$ cat src/rtl/pix_i2c_pkg.sv
// pix_i2c_pkg: shared state encoding and bus constants for the pixel-sensor I2C responder.
// Contents: i2c_state_t (responder FSM states), I2C_ACK/I2C_NACK bus levels,
// RW_BIT (position of the read/write flag in the address byte), drives_ack().
package pix_i2c_pkg;
   typedef enum logic [3:0] {
      ST_IDLE, ST_ADDR, ST_ADDR_ACK, ST_REG_HI, ST_REG_HI_ACK, ST_REG_LO,
      ST_REG_LO_ACK, ST_WR_DATA, ST_WR_ACK, ST_RD_DATA, ST_RD_ACK, ST_IGNORE
   } i2c_state_t;
   localparam logic I2C_ACK  = 1'b0;
   localparam logic I2C_NACK = 1'b1;
   localparam int   RW_BIT   = 0;
   function automatic logic drives_ack(input i2c_state_t s);
      return s inside {ST_ADDR_ACK, ST_REG_HI_ACK, ST_REG_LO_ACK, ST_WR_ACK};
   endfunction
endpackage

$ cat src/rtl/pix_i2c_bus_sync.sv
// pix_i2c_bus_sync: synchronizes SCL/SDA into clk and flags line events.
// Ports: clk, rst_n (async active-low); scl_pin/sda_pin raw bus lines;
// sda synchronized SDA level; scl_rise/scl_fall one-cycle SCL edges;
// start/stop one-cycle START(or Sr)/STOP conditions.
module pix_i2c_bus_sync (
   input  logic clk,
   input  logic rst_n,
   input  logic scl_pin,
   input  logic sda_pin,
   output logic sda,
   output logic scl_rise,
   output logic scl_fall,
   output logic start,
   output logic stop
);
   logic [1:0] scl_s, sda_s;
   logic       scl_d, sda_d, scl, scl_hold;
   always_ff @(posedge clk or negedge rst_n) begin
      if (!rst_n) begin
         scl_s <= 2'b11;
         sda_s <= 2'b11;
         scl_d <= 1'b1;
         sda_d <= 1'b1;
      end else begin
         scl_s <= {scl_s[0], scl_pin};
         sda_s <= {sda_s[0], sda_pin};
         scl_d <= scl_s[1];
         sda_d <= sda_s[1];
      end
   end
   assign scl      = scl_s[1];
   assign sda      = sda_s[1];
   assign scl_rise = scl & ~scl_d;
   assign scl_fall = ~scl & scl_d;
   // SCL must be high in both samples, so an SDA edge coinciding with an SCL edge is not a START/STOP
   assign scl_hold = scl & scl_d;
   assign start    = scl_hold & sda_d & ~sda;
   assign stop     = scl_hold & ~sda_d & sda;
endmodule

$ cat src/rtl/pix_i2c_slave.sv
// pix_i2c_slave: I2C responder for the pixel-sensor register protocol (7-bit addr, 16-bit reg addr, 8/16-bit data).
// Ports: clk, rst_n (async active-low); i2c_clk/i2c_data_in bus lines; i2c_data_oe pulls SDA low;
// reg_addr/reg_wdata/reg_wlen/reg_write write strobe interface; reg_read/reg_rdata read interface
// (reg_rdata valid the cycle after reg_read); busy high from own-address ACK until STOP.
module pix_i2c_slave
   import pix_i2c_pkg::*;
#(
   parameter logic [6:0] SlaveAddr = 7'h42,
   parameter int         ClkFreq   = 48_000_000
) (
   input  logic        clk,
   input  logic        rst_n,
   input  logic        i2c_clk,
   input  logic        i2c_data_in,
   output logic        i2c_data_oe,
   output logic [15:0] reg_addr,
   output logic [15:0] reg_wdata,
   output logic        reg_wlen,
   output logic        reg_write,
   output logic        reg_read,
   input  logic [15:0] reg_rdata,
   output logic        busy
);
   if (ClkFreq < 20 * 400_000) begin : g_clk_chk
      $error("ClkFreq too low to oversample a 400 kHz SCL");
   end
   i2c_state_t  state, state_n;
   logic        sda, scl_rise, scl_fall, start, stop;
   logic [3:0]  cnt;
   logic [7:0]  sh, wbuf, byte_in;
   logic [1:0]  wcnt;
   logic [15:0] tx;
   logic        rd_dly, ack_ok, rx_state, byte_done;
   pix_i2c_bus_sync u_sync (
      .clk      (clk),
      .rst_n    (rst_n),
      .scl_pin  (i2c_clk),
      .sda_pin  (i2c_data_in),
      .sda      (sda),
      .scl_rise (scl_rise),
      .scl_fall (scl_fall),
      .start    (start),
      .stop     (stop)
   );
   assign byte_in   = {sh[6:0], sda};
   assign rx_state  = state inside {ST_ADDR, ST_REG_HI, ST_REG_LO, ST_WR_DATA};
   assign byte_done = cnt == 4'd8;
   always_ff @(posedge clk or negedge rst_n) begin
      if (!rst_n) state <= ST_IDLE;
      else        state <= state_n;
   end
   // Received bytes end on the SCL fall after their 8th bit; ACK slots end on the next fall.
   always_comb begin
      state_n = state;
      if (start) state_n = ST_ADDR;
      else if (stop) state_n = ST_IDLE;
      else if (scl_fall) begin
         case (state)
            ST_ADDR:       if (byte_done) state_n = (sh[7:1] == SlaveAddr) ? ST_ADDR_ACK : ST_IGNORE;
            ST_REG_HI:     if (byte_done) state_n = ST_REG_HI_ACK;
            ST_REG_LO:     if (byte_done) state_n = ST_REG_LO_ACK;
            ST_WR_DATA:    if (byte_done) state_n = ST_WR_ACK;
            ST_ADDR_ACK:   state_n = sh[RW_BIT] ? ST_RD_DATA : ST_REG_HI;
            ST_REG_HI_ACK: state_n = ST_REG_LO;
            ST_REG_LO_ACK: state_n = ST_WR_DATA;
            ST_WR_ACK:     state_n = ST_WR_DATA;
            ST_RD_DATA:    if (cnt == 4'd7) state_n = ST_RD_ACK;
            ST_RD_ACK:     state_n = ack_ok ? ST_RD_DATA : ST_IGNORE;
            default:       state_n = state;
         endcase
      end
   end
   always_ff @(posedge clk or negedge rst_n) begin
      if (!rst_n) begin
         cnt         <= '0;
         sh          <= '0;
         wbuf        <= '0;
         wcnt        <= '0;
         tx          <= '1;
         rd_dly      <= 1'b0;
         ack_ok      <= 1'b0;
         i2c_data_oe <= 1'b0;
         reg_addr    <= '0;
         reg_wdata   <= '0;
         reg_wlen    <= 1'b0;
         reg_write   <= 1'b0;
         reg_read    <= 1'b0;
         busy        <= 1'b0;
      end else begin
         reg_write <= 1'b0;
         reg_read  <= 1'b0;
         rd_dly    <= reg_read;
         if (start || state_n != state) cnt <= '0;
         else if ((scl_rise && rx_state) || (scl_fall && state == ST_RD_DATA)) cnt <= cnt + 4'd1;
         if (scl_rise && rx_state) sh <= byte_in;
         if (scl_rise && cnt == 4'd7) begin
            if (state == ST_REG_HI) reg_addr[15:8] <= byte_in;
            if (state == ST_REG_LO) reg_addr[7:0] <= byte_in;
            if (state == ST_WR_DATA && wcnt == 2'd0) begin
               wbuf <= byte_in;
               wcnt <= 2'd1;
            end else if (state == ST_WR_DATA && wcnt == 2'd1) begin
               reg_write <= 1'b1;
               reg_wlen  <= 1'b1;
               reg_wdata <= {wbuf, byte_in};
               wcnt      <= 2'd2;
            end
         end
         // A single pending data byte is committed only by STOP; Sr discards it
         if (stop && wcnt == 2'd1) begin
            reg_write <= 1'b1;
            reg_wlen  <= 1'b0;
            reg_wdata <= {8'h00, wbuf};
         end
         if (start || stop) wcnt <= '0;
         if (scl_rise && state == ST_RD_ACK) ack_ok <= (sda == I2C_ACK);
         // tx is held all-ones until the read data arrives so SDA stays released meanwhile;
         // shifting in ones makes every byte after the second read as 8'hFF
         if (state == ST_ADDR_ACK && state_n == ST_RD_DATA) begin
            reg_read <= 1'b1;
            tx       <= '1;
         end else if (rd_dly) tx <= reg_rdata;
         else if (scl_fall && state == ST_RD_DATA) tx <= {tx[14:0], 1'b1};
         if (stop) busy <= 1'b0;
         else if (state == ST_ADDR && state_n == ST_ADDR_ACK) busy <= 1'b1;
         i2c_data_oe <= (start || stop) ? 1'b0 : (drives_ack(state) || (state == ST_RD_DATA && !tx[15]));
      end
   end
endmodule

$ cat config.mk
export PLATFORM = sky130hd
export DESIGN_NAME = pix_i2c_slave
export DESIGN_NICKNAME = d
export VERILOG_FILES = /design/src/rtl/pix_i2c_pkg.sv /design/src/rtl/pix_i2c_bus_sync.sv /design/src/rtl/pix_i2c_slave.sv
export SDC_FILE = /design/constraint.sdc
export NUM_CORES = 1
export LEC_CHECK = 0
export CAP_MARGIN = 10
export CORE_ASPECT_RATIO = 0.8
export CORE_UTILIZATION = 45
export DETAILED_ROUTE_END_ITERATION = 10
export PLACE_DENSITY_LB_ADDON = 0.08
export SETUP_SLACK_MARGIN = 0.5
export SYNTH_ARGS = -nofsm -noshare
export SYNTH_HDL_FRONTEND = slang
export SYNTH_SLANG_ARGS = --single-unit
$ cat constraint.sdc
create_clock -name clk -period 2.6 [get_ports clk]
set_input_delay 0.39 -clock clk [delete_from_list [all_inputs] [get_ports clk]]
set_output_delay 0.39 -clock clk [all_outputs]
set_load 0.02 [all_outputs]
==> impl_metrics.ini, run 1 <==
[cts]
cts_buffers = 9
clk_pin_slew_worst_paths_ps = 70
cts_tree = done
hold_buffers = 0
h-tree-depth = 3
cts.sinks = 87
clock_latency_ps = 340
cts_root_buffer = clkbuf_16
cts_max_path_buffers = 2

[cells_and_area]
final_area_um2 = 5370
area_growth_pct = 28.6
final_common_cell = nand2_1
fill_cells = 817
drive_gt1_frac = 0.257
diodes = 0
multi_input_area_um2 = 1920
final_cell_mix = nand2_1 (89), dfrtp_1 (62), clkdlybuf4s50_1 (55), buf_4 (24), mux2i_1 (23)
seqCellArea_um2 = 2210
nets = 487

[timing]
max_freq_mhz = 481
maxSlewHeadroom = 0.416
worst_pin_slew_ps = 876
finalClockSkew_ps = 8.57
finalSetupViolations = 0
slew_violations = 0
whs_ps = 25.8
finalSetupTns_ps = 0
period_minus_slack_ps = 2080
min_period_over_period = 0.800
rsz0062_at_grt = yes
hold_viol = 0

[synthesis]
ys_seq_area_frac = 0.528
syn_avg_cell_area_um2 = 10.5
ys_types = 66
synth_edf_count = 0
synthArstFlopShare = 1.00
synth_cells = 397
yosys_warnings = 0
ys_ff_latch = 87
syn_nets = 419
syn_area_um2 = 4180
synth-main-ff-cell = dfrtp_1

[routing]
drt-met1-wl_um = 4810
dr.pass1.iters = 4
highest_layer = met4
vias = 3117
dr_wl_met2_um = 3970
via_per_inst = 5.33
wl_per_cell_um = 16.2
drc = 0
wl_met3_um = 581
antenna_left = 0
drt_iter0_markers = 184
routed_wirelength_um = 9470

[global_routing]
grt_pass1_vias = 2953
grt_antenna_before_repair = 0
grt_max_degree = 51
grt.overflow.total = 0
grt_pass1_wl_um = 15400
grt_usage = 0.212

[die]
rows = 31
coreArea_um2 = 9040
initial_core_util = 0.462
die_w_um = 110
io_pins = 57
die_h_um = 88.2
dieArea_um2 = 9680

[critical_path]
crit_path_end_kind = flop
critical-path-top-delay-family = simple AND/OR/NAND/NOR gates
cp_data_required_time_ps = 2830
critPathLaunch = cnt[1]
crit_end = reg_addr[5]
cpPeakStageDelay_ps = 570
r2r_start = cnt[1]
rrSetupSlack_ps = 520
path_depth = 5
worst-r2r-cell-count = 5
cp_cell_sequence = ha_2, nand3b_1, nor2_2, or4b_4, mux2_1
path_buf_inv = 0
critPathKind = flop to flop
crit_fanout = 8
r2r-end = reg_addr[5]
crit_slowest_cell = or4b_4
crit_arrival_ps = 2310
cp-start-kind = flop

[place]
dpl_cell_area_um2 = 4850
hpwl_um = 6270
portBuffers = 56
gp_congestion = 0.903

[power_and_ir_drop]
peakVddDrop_mv = 0.511
leakage_nw = 2.33
power-per-cell-area_nw_per_um2 = 846

[hold_path]
hp-class = primary input to asynchronous set/reset pin

[outcome]
status = completed

[job]
maxCapViolations = 0
## state kept, by name (all words and copies together) (netlist names)
register,cells
reg_addr,16
cnt,4
u_sync.sda_d,1
sh,8
u_sync.sda_s,2
busy,1
reg_wdata,16
u_sync.scl_s,2
wcnt,2
tx,16
reg_read,1
i2c_data_oe,1
reg_wlen,1
state,4
ack_ok,1
wbuf,8
u_sync.scl_d,1
reg_write,1
rd_dly,1
## stage by stage
stage	setup WS, ps	total power, W	util	std cells
after floorplan	765	0.00279	-	397
after global placement	383	0.00314	0.536	557
after CTS	470	0.00441	0.569	573
after detailed placement	365	0.00315	0.536	557
after global routing	428	0.00482	0.594	585
final	520	0.00454	0.594	585
## synthesized netlist by cell type (3+ instances only)
library cell	count	area, µm²
mux2i_1	23	230
and2_1	3	18.8
dfrtp_1	65	1630
clkbuf_1	5	18.8
buf_6	3	33.8
o21ai_0	9	45.0
buf_2	12	60.1
inv_1	8	30.0
a31oi_1	3	18.8
dfstp_2	22	578
mux2_2	24	270
mux2_1	8	90.1
nand2_1	89	334
o21ai_1	15	75.1
nand4_1	5	31.3
nand2b_1	3	18.8
o22ai_1	4	25.0
nor3_1	4	20.0
nor2_1	19	71.3
a21oi_1	10	50.1
nor2b_1	6	37.5
## final cells by class
type,count,share of cell area
flip-flops and latches,87,0.411
multi-input cells,276,0.358
repair buffers,82,0.146
clock buffers,9,0.0419
well taps,115,0.0268
clock inverters,7,0.0105
inverters,9,0.00629
## kinds of logic after synthesis
group	synth area share
xor+xnor	0.00838
buf+inv	0.0440
mux	0.141
flops	0.528
compound gates	0.0856
fa+ha+maj	0.00599
simple gates	0.187
## worst min-delay path by stage
| stage | start | slack, ps | to | cells past startpoint |
|---|---|---|---|---|
| finish | rst_n | 30 | reg_wdata[12] | 1 |
| CTS | rst_n | 40 | reg_wdata[12] | 1 |
| global placement | u_sync.sda_s[0] | 350 | u_sync.sda_s[1] | 0 |
| detailed placement | u_sync.sda_s[0] | 350 | u_sync.sda_s[1] | 0 |
| floorplan | rst_n | 90 | ack_ok | 0 |
| global route | rst_n | 60 | reg_wdata[12] | 1 |
## report_power, final
group          leakage [nW]  internal, W  switching (W)
registers              1.11      0.00170       0.000327
logic                  1.09     0.000630       0.000667
clock network         0.130     0.000657       0.000567
## metal layers
layer / GRT usage / up-vias
met5: 0 / -
met4: 0.0679 / 0
met3: 0.0521 / 9
met2: 0.278 / 86
met1: 0.335 / 1509
li1: - / 1513
## timing repair
item	CTS	global route
pin swaps	1	9
setup buffers	0	12
endpoints found under the hold margin	0	0
endpoints found under the setup margin	32	43
resized for setup	6	30
No activity file was read; power rests on OpenSTA's default activity.
==> inputs of run 2 (changes only) <==
- clock period: 2.6 -> 2.05 ns (I/O delays scaled with it)
==> run 2 against run 1 <==
Compared with the run above: register-to-register slack lost 490 ps; routed wire length grew 7.5%; global-route usage grew 0.88 points; core utilization grew 5.1 points; highest routed layer unchanged; combinational power grew 72%; critical path type unchanged.
==> impl_metrics.ini, run 2 (same netlist as run 1, synthesis figures left out) <==
[routing]
wl_per_cell_um = 16.4
drc = 0
vias = 3305
drt_iter0_markers = 160
antenna_left = 0
via_per_inst = 5.33
dr.pass1.iters = 4
routed_wirelength_um = 10200

[cells_and_area]
nets = 522
drive_gt1_frac = 0.372
multi_input_area_um2 = 2070
final_common_cell = nand2_1
final_area_um2 = 5830
fill_cells = 752
final_util = 0.645
largestRegisters = reg_addr (16), reg_wdata (16), tx (16)
seqCellArea_um2 = 2210
final_cell_mix = nand2_1 (74), dfrtp_1 (61), buf_4 (49), dlygate4sd2_1 (37)
stdcell_count = 620
diodes = 0
area_growth_pct = 39.5

[cts]
cts_max_path_buffers = 2
clock_latency_ps = 340
h-tree-depth = 3
cts.sinks = 87
cts_root_buffer = clkbuf_16
cts_buffers = 9
clk_pin_slew_worst_paths_ps = 60
cts_tree = done

[power_and_ir_drop]
peakVddDrop_mv = 0.750
leakage_nw = 2.78
power.total_w = 0.00652
power-per-cell-area_nw_per_um2 = 1120

[global_routing]
grt_antenna_before_repair = 0
grt_pass1_wl_um = 15800
grt_pass1_vias = 3050
grt_usage = 0.221
grt.overflow.total = 0
grt_max_degree = 37

[timing]
maxSlewHeadroom = 0.742
hold_viol = 0
finalClockSkew_ps = 9.88
finalSetupTns_ps = 0
min_period_over_period = 0.985
worst_pin_slew_ps = 384
rsz0062_at_grt = yes
max_freq_mhz = 495
period_minus_slack_ps = 2020
finalSetupViolations = 0
slew_violations = 0

[critical_path]
cpPeakStageDelay_ps = 580
cp_data_required_time_ps = 2270
crit_arrival_ps = 2240
crit_slowest_cell = or4b_4
crit_fanout = 8
crit_path_end_kind = flop
cp-start-kind = flop
critPathKind = flop to flop
cp_cell_sequence = ha_2, nand3b_1, buf_4, nor2_2, or4b_4, mux2_4

[job]
maxCapViolations = 0

[place]
place_inst = 579
portBuffers = 56
hpwl_um = 6450
dpl_cell_area_um2 = 5070
gp_congestion = 0.884

[die]
io_pins = 57
die_h_um = 88.2
initial_core_util = 0.462
die_w_um = 110
coreArea_um2 = 9040
dieArea_um2 = 9680
rows = 31

[hold_path]
hp-class = flop to flop

[outcome]
status = completed
[run 2: timing repair]
action                                 in CTS  in global routing
setup buffers                              16                  6
cloned                                      1                  1
hold buffers                                1                  0
pin swaps                                   7                  9
setup endpoints to repair                 114                 78
endpoints found under the hold margin      12                  0
gates resized for setup                    56                 48
[run 2: cell type report]
class,instances,area share
flip-flops and latches,87,0.379
multi-input cells,277,0.355
repair buffers,116,0.179
clock buffers,11,0.0416
well taps,115,0.0247
clock inverters,5,0.0139
inverters,9,0.00622
[run 2: per-layer routing]
metal  vias up  wire, µm  GRT usage
met3         7       378     0.0521
met1      1632      5080      0.310
met4         0       104     0.0800
met2        72      4620      0.334
met5         -         0          0
li1       1594         -          -
[run 2: where the power goes]
| part | internal (W) | leakage, nW | switching, W |
|---|---|---|---|
| Combinational | 0.00114 | 1.52 | 0.00110 |
| Clock | 0.00110 | 0.156 | 0.000660 |
| Sequential | 0.00216 | 1.11 | 0.000359 |
[run 2: critical path, delay by kind of cell, from the launching register on]
kind,cells,cell delay [ps]
and+or+nand+nor,3,800
DFF,1,390
muxes,1,340
adders and majority gates,1,200
buffers and inverters,1,180
[run 2: final timing paths]
| kind | start | to | slack (ps) | cells after the start |
|---|---|---|---|---|
| min | u_sync.sda_s[0] | u_sync.sda_s[1] | 360 | 0 |
| min reg2reg | u_sync.sda_s[0] | u_sync.sda_s[1] | 360 | 0 |
| max | cnt[0] | reg_addr[4] | 30 | 6 |
| min in group asynchronous | rst_n | reg_write | 390 | 2 |
| max in group asynchronous | rst_n | tx[4] | 1070 | 3 |
| max reg2reg | cnt[0] | reg_addr[4] | 30 | 6 |
[run 2: metrics by stage]
step / setup WS, ps / hold WS, ps
final: 31.2 / 358
after global routing: -39.5 / 359
after CTS: 146 / 360
after detailed placement: -78.5 / 208
after floorplan: 219 / 11.9
after global placement: -3.08 / 209
==> patch 1, RTL diff (flow settings as in run 2) <==
Register the inputs `i2c_data_in` and `reg_rdata` before use, without a reset. The logic sees them one clock later. Comments in the files are not updated.
--- a/src/rtl/pix_i2c_slave.sv
+++ b/src/rtl/pix_i2c_slave.sv
@@ -21,6 +21,15 @@
    input  logic [15:0] reg_rdata,
    output logic        busy
 );
+
+   logic i2c_data_q;
+   logic [15:0] reg_rdata_q;
+
+   always_ff @(posedge clk) begin
+      i2c_data_q  <= i2c_data_in;
+      reg_rdata_q <= reg_rdata;
+   end
+
    if (ClkFreq < 20 * 400_000) begin : g_clk_chk
       $error("ClkFreq too low to oversample a 400 kHz SCL");
    end
@@ -35,7 +44,7 @@
       .clk      (clk),
       .rst_n    (rst_n),
       .scl_pin  (i2c_clk),
-      .sda_pin  (i2c_data_in),
+      .sda_pin  (i2c_data_q),
       .sda      (sda),
       .scl_rise (scl_rise),
       .scl_fall (scl_fall),
@@ -119,7 +128,7 @@
          if (state == ST_ADDR_ACK && state_n == ST_RD_DATA) begin
             reg_read <= 1'b1;
             tx       <= '1;
-         end else if (rd_dly) tx <= reg_rdata;
+         end else if (rd_dly) tx <= reg_rdata_q;
          else if (scl_fall && state == ST_RD_DATA) tx <= {tx[14:0], 1'b1};
          if (stop) busy <= 1'b0;
          else if (state == ST_ADDR && state_n == ST_ADDR_ACK) busy <= 1'b1;
Formal check against the unedited RTL: no difference found for any inputs over 10 cycles, from zero or initial values and one cycle with rst_n low; that may be too few to reach the edited logic, so the function may still have changed.
==> patch 1 against run 2 <==
- die area is 7.2% higher
- total power is 3.0% lower
- sequential share of layout area is 1.2 points higher
- area after synthesis is 7.4% higher
- design area is 12% higher
- non-clock buffer count is 3 lower
- sequential power is 2% higher
- sequential cell count is 17 higher
- worst setup slack worse by 18 ps
- utilization is 3.1 points higher
- wire length is 3.4% higher
- critical path type unchanged
- highest routed layer unchanged
==> patch 1: results (changes against run 2) <==
status: "finished, final reports clean"
grt_pass1_wl_microns: 17000  # +7.3%
dpl_cell_area_sq_um: 5480  # +7.9%
first_iter_violations: 206  # +29%
synth.area.top_cells: "dfrtp_1 (36%), dfstp_2 (13%), mux2_2 (12%)"
cellLeakagePower_nw: 3.10  # +12%
cp_max_fo: 5  # -3
synth_xor_area_share_pct: 1.17  # +0.33 points
arrival_ps: 2260  # +20 ps
wl_met2_microns: 4990  # +8.1%
max_freq_mhz: 491  # -0.90%
use_met1_pct: 30.5  # -0.51 points
synth.area.mux_share_pct: 16.9  # +2.8 points
met3_usage_pct: 4.74  # -0.47 points
irDropWorstVdd_mv: 0.573  # -24%
route.vias.total: 3281  # -0.73%
cp_slowest_cell: "or4_4"
r2r-end: "wbuf[1]$_DFFE_PN0P_"
ys_top_cells_by_count: "dfrtp_1 (65), mux2_2 (46), nand2_1 (43)"
slew_headroom_pct: 68.3  # -5.9 points
synth_fa_ha_area_share_pct: 0.558  # -0.041 points
dpl.cell_count: 590  # +1.9%
r2r_start: "wcnt[1]$_DFFE_PN0P_"
synth_compound_area_share_pct: 6.19  # -2.4 points
layout-drive-gt1-share_pct: 45.6  # +8.4 points
==> patch 1: power by group through the flow <==
stage	logic (W)	clock network (W)	registers [W]
after floorplan	0.000921	0	0.00253
after global placement	0.00140	0	0.00255
after detailed placement	0.00142	0	0.00257
after CTS	0.00159	0.00185	0.00254
after global routing	0.00211	0.00193	0.00258
final	0.00195	0.00181	0.00256
==> patch 1: logic make-up after synthesis <==
group           after synthesis
compound gates               41
xor+xnor                      6
flops                       104
simple gates                128
buf+inv                      30
fa+ha+maj                     2
mux                          70
==> patch 1: worst register-to-register path, stage by stage (launching register included) <==
cell	delay [ps]
dfrtp_1	380
or3b_1	390
or4_4	540
buf_8	160
nor2_8	140
mux2_4	320
==> patch 1: how the worst min path moves through the flow <==
stage | slack, ps | cells past startpoint | endpoint | from
after floorplan | 10 | 0 | ack_ok$_DFFE_PN0P_ | rst_n
after global placement | 230 | 1 | reg_wdata[14]$_DFFE_PN0P_ | rst_n
after detailed placement | 240 | 1 | reg_wdata[15]$_DFFE_PN0P_ | rst_n
after CTS | 290 | 0 | u_sync.sda_s[0]$_DFF_PN1_ | i2c_data_q$_DFF_P_
after global routing | 290 | 0 | u_sync.sda_s[0]$_DFF_PN1_ | i2c_data_q$_DFF_P_
final | 290 | 0 | u_sync.sda_s[0]$_DFF_PN1_ | i2c_data_q$_DFF_P_
==> patch 1: layout make-up <==
cell class / instances / area, sq um
sequential: 104 / 2550
tap: 136 / 170
clock buffer: 13 / 250
fill: 734 / 3130
timing repair buffer: 113 / 1120
inverter: 10 / 45.0
multi-input combinational: 248 / 2320
clock inverter: 3 / 65.1
==> patch 1: what timing repair did <==
item,CTS,global route
hold buffers,1,0
endpoints found under the setup margin,115,78
gates resized for setup,90,95
endpoints found under the hold margin,21,0
buffers inserted,9,8
cloned,3,0
pin swaps,9,15
==> patch 2, RTL diff (flow settings as in run 2) <==
Without the edit above. The output `i2c_data_oe` loses its register stage (`i2c_data_oe` becomes a continuous assignment).
--- a/src/rtl/pix_i2c_slave.sv
+++ b/src/rtl/pix_i2c_slave.sv
@@ -79,7 +79,6 @@
          tx          <= '1;
          rd_dly      <= 1'b0;
          ack_ok      <= 1'b0;
-         i2c_data_oe <= 1'b0;
          reg_addr    <= '0;
          reg_wdata   <= '0;
          reg_wlen    <= 1'b0;
@@ -123,8 +122,9 @@
          else if (scl_fall && state == ST_RD_DATA) tx <= {tx[14:0], 1'b1};
          if (stop) busy <= 1'b0;
          else if (state == ST_ADDR && state_n == ST_ADDR_ACK) busy <= 1'b1;
-         i2c_data_oe <= (start || stop) ? 1'b0 : (drives_ack(state) || (state == ST_RD_DATA && !tx[15]));
       end
    end
+
+   assign i2c_data_oe = (start || stop) ? 1'b0 : (drives_ack(state) || (state == ST_RD_DATA && !tx[15]));
 endmodule
 
Formal check against the unedited RTL: same outputs for any inputs over 10 cycles, from zero or initial values and one cycle with rst_n low; that may be too few to reach the edited logic, so the function may still have changed.
==> patch 2 against run 2 <==
- worst setup slack got worse by 27 ps
- die area fell by 0.59%
- sequential cell count fell by 1
- first-iteration DRC count fell by 8.1%
- total power rose by 1.7%
- wire length rose by 14%
- area after synthesis fell by 0.60%
- design area rose by 7.3%
- cell count rose by 2.7%
- synthesized cell count fell by 0.25%
- critical path type unchanged
- critical endpoint is now cnt[2]$_DFFE_PN0P_
==> patch 2: results (changes against run 2) <==
status: "finished, final reports clean"
synth.area.top_cells: "dfrtp_1 (39%), dfstp_2 (14%), nand2_1 (8.0%)"
seq_area_frac_synth_pct: 52.5  # -0.28 points
place.gp.congestion: 0.878  # -0.77%
top_regs: "reg_addr (16), reg_wdata (16), tx (16)"
syn_nets: 418  # -0.24%
fp.coreArea_sq_um: 8710  # -3.6%
first_iter_violations: 147  # -8.1%
cp_max_fo: 3  # -5
fin_nets: 542  # +3.8%
fin_skew_ps: 5.64  # -4.25 ps
drt_wl_total_microns: 11700  # +14%
irDropWorstVdd_mv: 0.722  # -3.7%
dpl_cell_area_sq_um: 5130  # +1.1%
grt_max_degree: 38  # +2.7%
antenna_found_initial: 0  # unchanged
grt_usage_pct: 24.7  # +2.6 points
dpl.cell_count: 584  # +0.86%
slew_headroom_pct: 68.4  # -5.8 points
n_antenna_cell: 0  # unchanged
cts_buffer_depth: 2  # unchanged
use_met1_pct: 35.4  # +4.4 points
cellLeakagePower_nw: 3.05  # +9.8%
grt_pass1_vias: 3452  # +13%
layout-drive-gt1-share_pct: 44.4  # +7.2 points
gr-usage-met2_pct: 37.2  # +3.8 points
synth.avg_cell_area_sq_um: 10.5  # -0.35%
synth.distinct_cells: 66  # unchanged
vias_per_cell: 5.48  # +2.9%
avgRoutedWirePerCell_microns: 18.3  # +11%
path_clk_slew_ps: 60  # about the same
grt_pass1_wl_microns: 17900  # +13%
cts_max_level: 3  # unchanged
dr.pass1.iters: 4  # unchanged
root_buffer: "clkbuf_16"
ys_dominant_reg_cell: "dfrtp_1"
dp_hpwl_microns: 6760  # +4.8%
hold_violations: 0  # unchanged
met3_usage_pct: 6.40  # +1.2 points
ys_top_cells_by_count: "nand2_1 (89), dfrtp_1 (64), mux2_2 (24)"
worstHoldPathType: "reg -> reg"
-- patch 2: layout make-up --
| type | instances | area, sq um |
|---|---|---|
| sequential | 86 | 2180 |
| inverter | 9 | 33.8 |
| clock inverter | 5 | 57.6 |
| multi-input combinational | 277 | 2260 |
| timing repair buffer | 137 | 1340 |
| tap | 112 | 140 |
| clock buffer | 11 | 243 |
| fill | 640 | 2450 |
-- patch 2: where the power goes --
part	leakage, nW	switching (W)	internal [W]	total (W)
clock	0.150	0.000678	0.000980	0.00166
combinational	1.80	0.00129	0.00124	0.00253
sequential	1.10	0.000314	0.00213	0.00244
total	3.05	0.00228	0.00435	0.00663
-- patch 2: cell families (layout without fill, tap and decap cells) --
kind of cell    after synthesis  after routing  share of synthesized area [%]
compound gates               58             58                           8.61
xor+xnor                      4              4                          0.844
fa+ha+maj                     2              2                          0.602
buf+inv                      34            162                           4.43
flops                        86             86                           52.5
mux                          55             55                           14.2
simple gates                157            158                           18.8
-- patch 2: worst paths after layout --
path	endpoint	from	slack, ps	cells after the start
max in group asynchronous	tx[3]$_DFFE_PN1P_	rst_n	940	3
min in group asynchronous	reg_wdata[13]$_DFFE_PN0P_	rst_n	460	2
worst max register to register	cnt[2]$_DFFE_PN0P_	u_sync.sda_s[1]$_DFF_PN1_	4	9
worst max-delay path	cnt[2]$_DFFE_PN0P_	u_sync.sda_s[1]$_DFF_PN1_	4	9
worst min-delay path	u_sync.scl_s[1]$_DFF_PN1_	u_sync.scl_s[0]$_DFF_PN1_	360	0
worst min register to register	u_sync.scl_s[1]$_DFF_PN1_	u_sync.scl_s[0]$_DFF_PN1_	360	0
-- patch 2: layer usage --
metal	share of wire, %	vias to the layer above
met1	48	1726
li1	-	1622
met2	45	125
met5	0	-
met4	1.4	0
met3	5.9	20
-- patch 2: timing repair --
item,4_1_cts,5_1_grt
endpoints found under the setup margin,114,79
gates cloned,3,1
gates resized for setup,127,61
setup buffers,25,7
hold buffers,1,0
endpoints found under the hold margin,26,0
pin swaps,21,22
-- patch 2: through the flow --
step / setup WS (ps) / util [%] / total power, W / setup TNS [ps]
finish: 4.13 / 71.9 / 0.00663 / 0
global route: -96.8 / 71.9 / 0.00696 / -311
CTS: 91.4 / 68.7 / 0.00635 / 0
detailed placement: -9.94 / 58.9 / 0.00431 / -9.94
global placement: -17.8 / 58.9 / 0.00428 / -17.8
floorplan: 219 / - / 0.00362 / 0
-- patch 2: worst max-delay path: stages (launching register included) --
cell	delay [ps]
dfstp_2	570
nand4b_1	220
buf_4	170
nand2_4	60
buf_6	120
and2_4	150
a41oi_2	170
nand4_1	230
buf_4	210
nor2_2	70
